--- src/rtl/axi_lite_bram_host.sv ---
// Bridges a single-outstanding BRAM-style word request port onto an AXI-lite master.
// Each request becomes one AXI-lite write or read, answered by a one-cycle resp_valid pulse.
module axi_lite_bram_host #(
  parameter int unsigned          DataWidth       = 64,
  parameter int unsigned          AddrWidth       = 64,
  parameter int unsigned          BRAM_ADDR_WIDTH = 12,
  parameter logic [AddrWidth-1:0] BASE_ADDR       = '0
) (
  input  logic                       clk_i,
  input  logic                       rst_ni,

  input  logic                       req_valid,
  output logic                       req_ready,
  input  logic [DataWidth/8-1:0]     req_we,
  input  logic [BRAM_ADDR_WIDTH-1:0] req_addr,
  input  logic [DataWidth-1:0]       req_wdata,
  output logic                       resp_valid,
  output logic [DataWidth-1:0]       resp_rdata,
  output logic                       resp_err,

  output logic [AddrWidth-1:0]       device_aw_addr,
  output logic [2:0]                 device_aw_prot,
  output logic                       device_aw_valid,
  input  logic                       device_aw_ready,
  output logic [DataWidth-1:0]       device_w_data,
  output logic [DataWidth/8-1:0]     device_w_strb,
  output logic                       device_w_valid,
  input  logic                       device_w_ready,
  input  logic [1:0]                 device_b_resp,
  input  logic                       device_b_valid,
  output logic                       device_b_ready,
  output logic [AddrWidth-1:0]       device_ar_addr,
  output logic [2:0]                 device_ar_prot,
  output logic                       device_ar_valid,
  input  logic                       device_ar_ready,
  input  logic [DataWidth-1:0]       device_r_data,
  input  logic [1:0]                 device_r_resp,
  input  logic                       device_r_valid,
  output logic                       device_r_ready,

  output logic [2:0]                 dbg_state
);

  // Handshakes: a transfer happens on a rising edge where valid && ready are both high;
  // a source holds valid and its payload stable until that edge, and never waits on ready.

  localparam int unsigned StrbWidth = DataWidth / 8;
  localparam int unsigned ByteShift = $clog2(StrbWidth);

  typedef enum logic [2:0] {
    IDLE       = 3'd0,
    WRITE      = 3'd1,
    WRITE_RESP = 3'd2,
    READ       = 3'd3,
    READ_RESP  = 3'd4
  } state_e;

  state_e                 state_q, state_d;
  logic [AddrWidth-1:0]   addr_q;
  logic [DataWidth-1:0]   wdata_q;
  logic [StrbWidth-1:0]   wstrb_q;
  logic                   aw_done_q, w_done_q;
  logic                   resp_valid_q;
  logic [DataWidth-1:0]   resp_rdata_q;
  logic                   resp_err_q;

  logic [AddrWidth-1:0]   word_addr_ext;
  logic [AddrWidth-1:0]   req_byte_addr;
  logic                   accept;
  logic                   aw_hs, w_hs, b_hs, r_hs;

  // Sizing casts give zero-extension or truncation; the adder wraps modulo 2^AddrWidth.
  assign word_addr_ext = AddrWidth'(req_addr);
  assign req_byte_addr = BASE_ADDR + (word_addr_ext << ByteShift);

  assign accept = req_valid && req_ready;
  assign aw_hs  = device_aw_valid && device_aw_ready;
  assign w_hs   = device_w_valid && device_w_ready;
  assign b_hs   = device_b_valid && device_b_ready;
  assign r_hs   = device_r_valid && device_r_ready;

  always_ff @(posedge clk_i or negedge rst_ni) begin
    if (!rst_ni) begin
      state_q <= IDLE;
    end else begin
      state_q <= state_d;
    end
  end

  always_comb begin
    state_d         = state_q;
    req_ready       = 1'b0;
    device_aw_valid = 1'b0;
    device_w_valid  = 1'b0;
    device_b_ready  = 1'b0;
    device_ar_valid = 1'b0;
    device_r_ready  = 1'b0;
    case (state_q)
      IDLE: begin
        req_ready = 1'b1;
        if (req_valid) state_d = (|req_we) ? WRITE : READ;
      end
      WRITE: begin
        // AW and W complete independently; each valid drops once its own handshake is done.
        device_aw_valid = !aw_done_q;
        device_w_valid  = !w_done_q;
        if ((aw_done_q || device_aw_ready) && (w_done_q || device_w_ready)) state_d = WRITE_RESP;
      end
      WRITE_RESP: begin
        device_b_ready = 1'b1;
        if (device_b_valid) state_d = IDLE;
      end
      READ: begin
        device_ar_valid = 1'b1;
        if (device_ar_ready) state_d = READ_RESP;
      end
      READ_RESP: begin
        device_r_ready = 1'b1;
        if (device_r_valid) state_d = IDLE;
      end
      default: state_d = IDLE;
    endcase
  end

  always_ff @(posedge clk_i or negedge rst_ni) begin
    if (!rst_ni) begin
      addr_q    <= '0;
      wdata_q   <= '0;
      wstrb_q   <= '0;
      aw_done_q <= 1'b0;
      w_done_q  <= 1'b0;
    end else if (accept) begin
      addr_q    <= req_byte_addr;
      wdata_q   <= req_wdata;
      wstrb_q   <= req_we;
      aw_done_q <= 1'b0;
      w_done_q  <= 1'b0;
    end else begin
      if (aw_hs) aw_done_q <= 1'b1;
      if (w_hs)  w_done_q  <= 1'b1;
    end
  end

  // Response fields hold their last value between pulses.
  always_ff @(posedge clk_i or negedge rst_ni) begin
    if (!rst_ni) begin
      resp_valid_q <= 1'b0;
      resp_rdata_q <= '0;
      resp_err_q   <= 1'b0;
    end else begin
      resp_valid_q <= b_hs || r_hs;
      if (b_hs) begin
        resp_rdata_q <= '0;
        resp_err_q   <= device_b_resp[1];
      end else if (r_hs) begin
        resp_rdata_q <= device_r_data;
        resp_err_q   <= device_r_resp[1];
      end
    end
  end

  assign device_aw_addr = addr_q;
  assign device_ar_addr = addr_q;
  assign device_aw_prot = 3'b000;
  assign device_ar_prot = 3'b000;
  assign device_w_data  = wdata_q;
  assign device_w_strb  = wstrb_q;
  assign resp_valid     = resp_valid_q;
  assign resp_rdata     = resp_rdata_q;
  assign resp_err       = resp_err_q;
  assign dbg_state      = state_q;

endmodule

--- config.mk ---
export PLATFORM = sky130hd
export DESIGN_NAME = axi_lite_bram_host
export DESIGN_NICKNAME = d
export VERILOG_FILES = /design/src/rtl/axi_lite_bram_host.sv
export SDC_FILE = /design/constraint.sdc
export NUM_CORES = 1
export LEC_CHECK = 0
export ABC_CLOCK_PERIOD_IN_PS = 1800
export BUFFER_PORTS_ARGS = -buffer_cell sky130_fd_sc_hd__buf_2
export CORE_AREA = 2 2 173 175
export CTS_CLUSTER_SIZE = 24
export DETAILED_ROUTE_END_ITERATION = 10
export DIE_AREA = 0 0 175 177
export PLACE_DENSITY = 0.57
export SLEW_MARGIN = 20
export SYNTH_ARGS = -nofsm -noshare
export SYNTH_HDL_FRONTEND = slang
export SYNTH_SLANG_ARGS = --single-unit
--- constraint.sdc ---
create_clock -name clk_i -period 1.8 [get_ports clk_i]
set_input_delay 0.36 -clock clk_i [delete_from_list [all_inputs] [get_ports clk_i]]
set_output_delay 0.36 -clock clk_i [all_outputs]
set_load 0.1 [all_outputs]
==> metrics.cfg <==
[run_status]
status = complete, but fails checks
violations = negative setup slack

[placement]
place_area_sq_um = 8974
port_buffers = 328
gp_congestion = 0.7668
hpwl_microns = 13480

[routing]
drc = 0
first_iter_violations = 153
avgRoutedWirePerCell_microns = 15.22
viasPerCell = 3.856
vias = 4812
ant_nets = 0
first_pass_iters = 4
drt-total-wl_microns = 18990

[clock_tree]
tritoncts = done
clk_transition_reported_paths_ns = 0.07
clockBufferDepth = 2
h-tree-depth = 4
cts-buffers-inserted = 17
cts_sinks = 155
cts-root-buf = clkbuf_16
clkLatencyLatePin_ns = 0.42

[yosys]
yosys_warnings = 0
syn_area_sq_um = 6954
synthCells = 489
synthTopCellsByArea = dfrtp_1, buf_4, mux2_4
yosysMostFrequentCell = dfrtp_1
netlist.area_leader.share_pct = 55.78
async_reset_ff_share_pct = 100.0
yosysUniqueCellTypes = 31
synth_edf_count = 0
synthFlopType = dfrtp_1
syn_avg_cell_area_sq_um = 14.22
synth_top_cell_by_area = dfrtp_1
synth_seq_cells = 155
synth_common_cells = dfrtp_1, buf_4, a22o_1
yosysSeqAreaShare_pct = 55.78

[global_route]
grt_pass1_vias = 4733
gr-usage-all-layers_pct = 11.66
grt-ovfl-total = 0
antenna_found_initial = 0
grt_pass1_wl_microns = 27700
grt_max_degree = 46

[sta]
max_freq_mhz = 511.7
rsz0062_at_grt = yes
skew_ns = 0.01075
finalMaxSlewViolations = 0
tightestPinTransition_ns = 0.5600
setup_ws_ns = -0.1542
finalSetupViolCount = 66
min_period_over_period_pct = 108.6
tns_ns = -6.399
period_minus_slack_ns = 1.954
relSlewSlack_pct = 62.92
hold_violations = 0

[setup_path]
critical_path_class = reg2reg
critical_path.max_fanout = 8
required_ns = 2.10
critPathLaunchType = flop
endpoint_kind = flop
worstPathArrival_ns = 2.25

[floorplan]
pin_count = 441
core_sq_um = 29240
start_util_pct = 23.78
fp.dieW_microns = 175
die-area_sq_um = 30980
fp-row-count = 63
die_h_microns = 177

[layout]
fin_nets = 1005
postLayoutCellArea_sq_um = 10090
drive_gt1_share_pct = 58.97
n_fill_cell = 2930
syn_to_final_growth_pct = 45.14
multi_input_area_sq_um = 2545
n_antenna_cell = 0
ff_latch_area_sq_um = 3890

[job]
maxCapViolations = 0

[hold_path]
min_path_type = in2reg

==> worst max-delay path: stages, from the launching register on <==
cell	delay, ns
dfrtp_4	0.50
or3b_4	0.44
nor2_8	0.16
buf_12	0.13
buf_12	0.13
clkbuf_16	0.17
mux2_4	0.30
==> layout by cell type, fill, tap and decap left out, types with 2 or more instances in the layout <==
master,n
buf_16,5
buf_6,7
inv_1,2
bufinv_16,3
buf_8,3
nand3b_1,2
conb_1,110
dfrtp_4,3
a21oi_1,5
dfrtp_1,152
buf_12,24
nor2_1,3
buf_4,14
clkinv_4,3
nor3b_4,2
a22o_1,66
nor2_4,3
clkinvlp_4,3
clkbuf_16,21
nor4_1,2
inv_6,4
mux2_4,84
buf_2,318
==> repair_timing <==
item / 4_1_cts / 5_1_grt
resized for setup: 22 / 14
pin swaps: 4 / 3
cloned: 4 / 4
hold endpoints to repair: 30 / 0
setup endpoints to repair: 73 / 84
hold buffers: 1 / 0
buffers inserted: 12 / 6
==> metal layers <==
metal / wire (microns) / up-vias / GRT usage, %
li1: - / 2193 / -
met1: 8386 / 2424 / 15.29
met2: 9491 / 182 / 19.02
met3: 867 / 13 / 2.620
met4: 248 / 0 / 3.958
met5: 0 / - / 0
==> worst paths after layout <==
check,from,end,slack (ns),cells after the start
max,dbg_state[2],device_w_data[34],-0.15,6
max reg2reg,dbg_state[2],device_w_data[34],-0.15,6
min in group asynchronous,rst_ni,device_w_data[39],0.41,2
max in group asynchronous,rst_ni,resp_err,0.79,3
min reg2reg,resp_rdata[50],resp_rdata[50],0.50,1
min,device_r_data[11],resp_rdata[11],0.16,2
==> stage by stage <==
stage               setup WS [ns]  std cells  utilization (%)  hold slack [ns]
finish                    -0.1542       1248            34.51           0.1585
global route              -0.1955       1248            34.51           0.1361
CTS                       -0.1492       1240            33.98           0.1311
detailed placement       -0.04540       1192            30.69           0.3067
global placement         -0.03243       1192            30.69           0.3008
floorplan                 -0.6402        598                -          0.06441
==> state kept, by name, summed over array words and instances (netlist names) <==
name            flops
aw_done_q           1
dbg_state           3
device_ar_addr     12
device_w_data      64
device_w_strb       8
resp_err            1
resp_rdata         64
resp_valid          1
w_done_q            1
==> layout make-up <==
| class | count | area share, % |
|---|---|---|
| well taps | 390 | 4.835 |
| repair buffers | 376 | 25.25 |
| flip-flops and latches | 155 | 38.54 |
| inverters | 2 | 0.07438 |
| multi-input cells | 293 | 25.21 |
| clock buffers | 18 | 4.252 |
| clock inverters | 14 | 1.835 |
==> logic make-up (layout without fill, tap and decap cells) <==
group,count (synthesis),count (layout),share of synthesized area (%)
AND/OR/NAND/NOR,21,21,1.997
multiplexers,85,85,16.39
flip-flops,155,155,55.78
other,1,110,0.05392
buffers and inverters,150,410,16.43
AO/OA/AOI/OAI,77,77,9.356
Power is not shown: default switching activity piles up to over one toggle a cycle in this logic, so the estimate is an artifact.
